$ cat src/rtl/pet_pkg.sv
// Shared types and saturating level arithmetic for the virtual-pet need engine.
package pet_pkg;

  typedef enum logic [1:0] {
    ST_ALIVE    = 2'd0,
    ST_SLEEPING = 2'd1,
    ST_DEAD     = 2'd2
  } pet_state_e;

  localparam int NEED_HUNGER    = 0;
  localparam int NEED_SLEEP     = 1;
  localparam int NEED_HAPPINESS = 2;
  localparam int NEED_HYGIENE   = 3;
  localparam int NEED_CONDITION = 4;

  // Levels are carried at this width inside the helpers so one function
  // serves any LEVEL_W up to 8; the extra sum bit keeps overflow visible.
  localparam int LVL_W_MAX = 8;
  typedef logic [LVL_W_MAX-1:0] lvl_t;

  function automatic lvl_t sat_inc(input lvl_t level, input lvl_t gain, input lvl_t lim);
    logic [LVL_W_MAX:0] sum;
    sum = {1'b0, level} + {1'b0, gain};
    return (sum > {1'b0, lim}) ? lim : sum[LVL_W_MAX-1:0];
  endfunction

  function automatic lvl_t sat_dec(input lvl_t level);
    return (level == '0) ? '0 : level - 1'b1;
  endfunction

endpackage

$ cat src/rtl/pet_tick_gen.sv
// Timebase: prescaler to a tick, then a tick counter to the decay event.
// freeze_i holds both counters so a dead pet stops aging.
module pet_tick_gen #(
  parameter int TICK_DIV    = 50000000,
  parameter int DECAY_TICKS = 900
) (
  input  logic clk,
  input  logic rst,
  input  logic test_mode_i,
  input  logic freeze_i,
  output logic decay_hit_o,
  output logic decay_evt_o
);
  localparam int PW = (TICK_DIV > 1) ? $clog2(TICK_DIV) : 1;
  localparam int DW = (DECAY_TICKS > 1) ? $clog2(DECAY_TICKS) : 1;
  localparam logic [PW-1:0] PRESC_LAST = PW'(TICK_DIV - 1);
  localparam logic [DW-1:0] DECAY_LAST = DW'(DECAY_TICKS - 1);

  logic [PW-1:0] presc_q, presc_d;
  logic [DW-1:0] dcnt_q, dcnt_d;
  logic          tick;
  logic          evt_q;

  // Next counter values; test_mode parks the prescaler and ticks every cycle.
  always_comb begin
    tick    = !freeze_i && (test_mode_i || (presc_q == PRESC_LAST));
    presc_d = presc_q;
    if (!freeze_i) begin
      presc_d = (test_mode_i || (presc_q == PRESC_LAST)) ? '0 : presc_q + 1'b1;
    end
    dcnt_d = dcnt_q;
    if (tick) begin
      dcnt_d = (dcnt_q == DECAY_LAST) ? '0 : dcnt_q + 1'b1;
    end
  end

  // Combinational hit lets the top update levels on the same edge the pulse rises.
  assign decay_hit_o = tick && (dcnt_q == DECAY_LAST);
  assign decay_evt_o = evt_q;

  // Counter and decay pulse registers.
  always_ff @(posedge clk or posedge rst) begin
    if (rst) begin
      presc_q <= '0;
      dcnt_q  <= '0;
      evt_q   <= 1'b0;
    end else begin
      presc_q <= presc_d;
      dcnt_q  <= dcnt_d;
      evt_q   <= decay_hit_o;
    end
  end

endmodule

$ cat src/rtl/pet_needs_engine.sv
// Need/health engine: need array, health, care-action handshake and the
// ALIVE/SLEEPING/DEAD life cycle.
module pet_needs_engine
  import pet_pkg::*;
#(
  parameter int N_NEEDS     = 5,
  parameter int LEVEL_W     = 3,
  parameter int TICK_DIV    = 50000000,
  parameter int DECAY_TICKS = 900,
  parameter int ACTION_GAIN = 2,
  parameter int HEAL_THRESH = 4,
  parameter int SLEEP_IDX   = NEED_SLEEP
) (
  input  logic                       clk,
  input  logic                       rst,
  input  logic                       test_mode_i,
  input  logic                       action_valid_i,
  input  logic [2:0]                 action_id_i,
  output logic                       action_ready_o,
  output logic                       action_err_o,
  output logic [N_NEEDS*LEVEL_W-1:0] levels_o,
  output logic [LEVEL_W-1:0]         health_o,
  output logic [1:0]                 state_o,
  output logic                       dead_o,
  output logic                       decay_evt_o
);
  typedef logic [LEVEL_W-1:0] level_t;
  localparam level_t MAX_L  = '1;
  localparam level_t GAIN_L = level_t'(ACTION_GAIN);
  localparam level_t HEAL_L = level_t'(HEAL_THRESH);
  localparam level_t ONE_L  = level_t'(1);

  level_t     lvl_q [N_NEEDS];
  level_t     lvl_d [N_NEEDS];
  level_t     health_q, health_d;
  pet_state_e state_q;
  logic       ready_q, dead_q, err_q;
  logic       decay_hit, accept, any_zero, all_ok;
  logic [31:0] aid;

  function automatic level_t inc_lvl(input level_t l, input level_t g);
    return level_t'(sat_inc(lvl_t'(l), lvl_t'(g), lvl_t'(MAX_L)));
  endfunction

  function automatic level_t dec_lvl(input level_t l);
    return level_t'(sat_dec(lvl_t'(l)));
  endfunction

  pet_tick_gen #(
    .TICK_DIV    (TICK_DIV),
    .DECAY_TICKS (DECAY_TICKS)
  ) u_tick (
    .clk         (clk),
    .rst         (rst),
    .test_mode_i (test_mode_i),
    .freeze_i    (state_q == ST_DEAD),
    .decay_hit_o (decay_hit),
    .decay_evt_o (decay_evt_o)
  );

  // Next need/health values: decay first, then the accepted action's gain.
  // Health looks at the pre-event need values.
  always_comb begin
    aid      = 32'(action_id_i);
    accept   = action_valid_i && ready_q;
    any_zero = 1'b0;
    all_ok   = 1'b1;
    health_d = health_q;
    for (int i = 0; i < N_NEEDS; i++) begin
      lvl_d[i] = lvl_q[i];
      if (lvl_q[i] == '0)   any_zero = 1'b1;
      if (lvl_q[i] < HEAL_L) all_ok  = 1'b0;
    end
    if (decay_hit) begin
      for (int i = 0; i < N_NEEDS; i++) begin
        if ((state_q == ST_SLEEPING) && (i == SLEEP_IDX)) lvl_d[i] = inc_lvl(lvl_q[i], ONE_L);
        else                                               lvl_d[i] = dec_lvl(lvl_q[i]);
      end
      if (any_zero)                           health_d = dec_lvl(health_q);
      else if (all_ok && (health_q != MAX_L)) health_d = inc_lvl(health_q, ONE_L);
    end
    if (accept && (aid < 32'(N_NEEDS))) begin
      for (int i = 0; i < N_NEEDS; i++) begin
        if (aid == 32'(i)) lvl_d[i] = inc_lvl(lvl_d[i], GAIN_L);
      end
    end
  end

  // Register needs/health and step the life-cycle FSM; death wins over waking.
  always_ff @(posedge clk or posedge rst) begin
    if (rst) begin
      for (int i = 0; i < N_NEEDS; i++) lvl_q[i] <= MAX_L;
      health_q <= MAX_L;
      state_q  <= ST_ALIVE;
      ready_q  <= 1'b1;
      dead_q   <= 1'b0;
      err_q    <= 1'b0;
    end else begin
      err_q <= accept && (aid >= 32'(N_NEEDS));
      if (state_q != ST_DEAD) begin
        for (int i = 0; i < N_NEEDS; i++) lvl_q[i] <= lvl_d[i];
        health_q <= health_d;
      end
      case (state_q)
        ST_ALIVE: begin
          if (health_d == '0) begin
            state_q <= ST_DEAD;
            ready_q <= 1'b0;
            dead_q  <= 1'b1;
          end else if (accept && (aid == 32'(SLEEP_IDX))) begin
            state_q <= ST_SLEEPING;
            ready_q <= 1'b0;
          end
        end
        ST_SLEEPING: begin
          if (health_d == '0) begin
            state_q <= ST_DEAD;
            ready_q <= 1'b0;
            dead_q  <= 1'b1;
          end else if (lvl_d[SLEEP_IDX] == MAX_L) begin
            state_q <= ST_ALIVE;
            ready_q <= 1'b1;
          end
        end
        default: begin
          state_q <= ST_DEAD;
          ready_q <= 1'b0;
          dead_q  <= 1'b1;
        end
      endcase
    end
  end

  for (genvar g = 0; g < N_NEEDS; g++) begin : g_pack
    assign levels_o[g*LEVEL_W +: LEVEL_W] = lvl_q[g];
  end

  assign health_o       = health_q;
  assign state_o        = state_q;
  assign dead_o         = dead_q;
  assign action_ready_o = ready_q;
  assign action_err_o   = err_q;

endmodule

$ cat config.mk
export PLATFORM = sky130hd
export DESIGN_NAME = pet_needs_engine
export DESIGN_NICKNAME = d
export VERILOG_FILES = /design/src/rtl/pet_pkg.sv /design/src/rtl/pet_tick_gen.sv /design/src/rtl/pet_needs_engine.sv
export SDC_FILE = /design/constraint.sdc
export NUM_CORES = 1
export LEC_CHECK = 0
export CORE_ASPECT_RATIO = 2
export CORE_MARGIN = 4
export CORE_UTILIZATION = 45
export DETAILED_ROUTE_END_ITERATION = 12
export PLACE_DENSITY = 0.71
export REMOVE_ABC_BUFFERS = 1
export SLEW_MARGIN = 20
export SYNTH_ARGS = -nofsm -noshare
export SYNTH_HDL_FRONTEND = slang
export SYNTH_SLANG_ARGS = --single-unit
export TNS_END_PERCENT = 1
$ cat constraint.sdc
create_clock -name clk -period 4.6 [get_ports clk]
set_input_delay 0.92 -clock clk [delete_from_list [all_inputs] [get_ports clk]]
set_output_delay 0.92 -clock clk [all_outputs]
set_load 0.005 [all_outputs]
==> flow_metrics.py <==
metrics = {
    "status": {
        "status": "finished clean",
    },
    "timing": {
        "fin_crit_ns": 3.293,
        "relSlewSlack": 0.3397,
        "finalCritPeriodShare": 0.7159,
        "setup_tns_ns": 0,
        "hold_violations": 0,
        "rsz0062_at_grt": "no",
        "tightest_slew_ns": 0.9890,
        "max_freq_ghz": 0.3037,
        "final-max-slew-violation-count": 0,
        "worst_clock_skew_ns": 0.006362,
        "setup_viol_count_final": 0,
    },
    "clocking": {
        "cts_sinks": 60,
        "postCtsHoldBufs": 0,
        "cts_tree": "yes",
        "cts_repair_resize_count": 0,
        "clk_pin_slew_worst_paths_ns": 0.05,
        "clock_latency_ns": 0.33,
        "cts_setup_buffers": 0,
        "cts_buffer_depth": 2,
        "cts_root_buffer": "clkbuf_16",
        "cts_max_level": 3,
        "cts-buffers-inserted": 9,
    },
    "cells_and_area": {
        "final-seq-area_um2": 1525,
        "drive_gt1_frac": 0.1454,
        "final_cell_area_um2": 4488,
        "diodes": 0,
        "syn_to_final_growth_pct": 19.17,
        "nFillCells": 759,
        "mostFrequentLayoutCells": "nor2_1 (47), dfrtp_1 (41), nand2_1 (38)",
        "multi_input_area_um2": 2086,
        "nets": 472,
        "final_common_cell": "nor2_1",
    },
    "setup_path": {
        "arrival_ns": 3.48,
        "worstPathMaxFanout": 7,
        "max_stage_delay_ns": 0.59,
        "cp_slowest_cell": "dfstp_2",
        "r2r-end": "state_o[0]$_DFFE_PP0P_",
        "r2r_slack_ns": 1.31,
        "crit_path_cell_trace": "or2_2 > inv_1 > ha_1 > or3_1 > a211oi_1 > o21ai_0 > and3_1 > a31o_4 > o31ai_4 > a311oi_2",
        "regToRegStartpoint": "levels_o[6]$_DFFE_PP1N_",
        "cp-start-kind": "register",
        "crit_path_end_kind": "register",
        "worst-setup-path-type": "register to register",
        "cp.required_ns": 4.78,
        "reg2reg_depth": 10,
    },
    "die": {
        "core-area_um2": 8233,
        "die_w_um": 72.69,
        "dieHeight_um": 137.4,
        "die_area_um2": 9986,
        "rows": 47,
        "ios": 31,
        "initial_core_util": 0.4574,
    },
    "synth": {
        "synth-compound-area-share": 0.2037,
        "syn_inst": 415,
        "synth_top_area_frac": 0.2724,
        "synth_enable_flop_cells": 0,
        "synth.area.mux_share": 0.008306,
        "synth-seq-area-share": 0.4050,
        "async_flop_share": 1.000,
        "yosys.area_share.adder": 0.05615,
        "syn_area_per_cell_um2": 9.075,
        "syn_area_um2": 3766,
        "yosysUniqueCellTypes": 73,
        "yosysWarnings": 0,
        "ys_top_cells_by_area": "dfrtp_1 (27%), dfstp_2 (13%), ha_1 (5.3%)",
        "ys_ff_latch": 60,
        "synth-xor-area-share": 0.04884,
        "synth_flop_cell": "dfrtp_1",
        "synthSimpleGateAreaFrac": 0.2369,
        "yosys.area.top_type": "dfrtp_1",
        "synth_top_family_by_area": "simple AND/OR/NAND/NOR gates",
    },
    "grt": {
        "grt_antenna_before_repair": 0,
        "grt_usage": 0.2027,
        "grt_overflow_total": 0,
        "grt_max_degree": 48,
        "grt_pass1_wl_um": 15690,
        "first_global_vias": 3265,
    },
    "detailed_routing": {
        "vias": 3272,
        "drc": 0,
        "wl_um": 9505,
        "ant_nets": 0,
        "drt_pre_antenna_iters": 5,
        "dr.first_iter.drc_count": 247,
        "via_per_inst": 5.928,
        "avgRoutedWirePerCell_um": 17.22,
    },
    "job": {
        "cap_viol_max_count": 0,
    },
    "hold_path": {
        "hold_end": "dead_o$_DFFE_PP0P_",
        "worstHoldStart": "dead_o$_DFFE_PP0P_",
        "holdPathStages": 1,
        "holdCritPathClass": "register to register",
    },
    "power": {
        "p_leak_nw": 1.823,
        "ir_drop_mv": 0.2128,
        "power_density_nw_per_um2": 291.4,
    },
    "placement": {
        "place.gp.congestion": 0.8920,
        "dp_hpwl_um": 6804,
        "io_buffers": 30,
        "placed_cell_area_um2": 4150,
    },
}
## kinds of logic after synthesis
family	Yosys count
multiplexers	3
XOR/XNOR	21
flip-flops	60
buffers and inverters	34
adder cells (fa/ha/maj)	17
AND/OR/NAND/NOR	172
AO/OA/AOI/OAI	108
## cell usage after synthesis (all sizes together), types with 3 or more instances
library cell	instances
nor2	48
dfrtp	41
nand2	39
nand3	25
inv	23
o21ai	23
a21oi	21
dfstp	19
ha	16
a31oi	13
xor2	11
nor3	10
xnor2	10
nand4	8
and3	7
nand2b	7
o31ai	7
buf	6
a21o	5
clkbuf	5
o22ai	5
or2	5
a211o	4
and4	4
nor4	4
o211ai	4
or3	4
a221oi	3
a22o	3
a2bb2oi	3
a311oi	3
and2	3
## worst max-delay path by stage
stage	from	to	slack, ns	depth (start not counted)
3_3_place_gp	levels_o[6]$_DFFE_PP1N_	dead_o$_DFFE_PP0P_	1.36	10
6_report	levels_o[6]$_DFFE_PP1N_	state_o[0]$_DFFE_PP0P_	1.31	10
5_1_grt	levels_o[6]$_DFFE_PP1N_	dead_o$_DFFE_PP0P_	1.11	10
4_1_cts	levels_o[6]$_DFFE_PP1N_	state_o[0]$_DFFE_PP0P_	1.30	10
2_1_floorplan	state_o[0]$_DFFE_PP0P_	state_o[0]$_DFFE_PP0P_	1.77	7
3_5_place_dp	levels_o[6]$_DFFE_PP1N_	state_o[0]$_DFFE_PP0P_	1.34	10
## sequential cells by signal, summed over array words and instances (netlist names)
| register | cells |
|---|---|
| action_ready_o | 1 |
| action_err_o | 1 |
| dead_o | 1 |
| state_o | 2 |
| u_tick.decay_evt_o | 1 |
| u_tick.presc_q | 26 |
| levels_o | 15 |
| u_tick.dcnt_q | 10 |
| health_o | 3 |
## metal layers
metal,wire (µm),global-route usage,part of all wire,up-vias
li1,-,-,-,1573
met1,3582,0.2197,0.38,1593
met2,5289,0.3667,0.56,90
met3,357,0.02776,0.038,16
met4,276,0.1140,0.029,0
met5,0,0,0,-
## cell type report
class,count,share of cell area
tap,98,0.02732
sequential,60,0.3398
inverter,23,0.01924
timing repair buffer,34,0.07360
clock inverter,3,0.01505
clock buffer,13,0.06022
multi-input combinational,321,0.4647
## per-stage QoR
step / worst slack, ns / util / std cells / hold WS, ns / power (mW)
2_1_floorplan: 1.769 / - / 404 / 0.4497 / 0.5479
3_3_place_gp: 1.362 / 0.5041 / 536 / 0.4525 / 0.5600
3_5_place_dp: 1.338 / 0.5041 / 536 / 0.4508 / 0.5603
4_1_cts: 1.301 / 0.5451 / 552 / 0.4650 / 1.316
5_1_grt: 1.105 / 0.5451 / 552 / 0.5145 / 1.345
6_report: 1.307 / 0.5451 / 552 / 0.4573 / 1.308
## worst max-delay path, delay by kind of cell, from the launching register on
family | cells | cell delay, ns
DFF | 1 | 0.59
AOI/OAI and AO/OA | 5 | 1.45
buffers and inverters | 1 | 0.04
adders and majority gates | 1 | 0.20
and+or+nand+nor | 3 | 0.87
## where the power goes
group	internal, mW	leakage, nW	switching (mW)
clock network	0.519	0.162	0.238
logic	0.00616	1.01	0.0158
registers	0.529	0.655	0
total	1.05	1.82	0.254
Note: power is estimated with default switching activity, not from simulation.
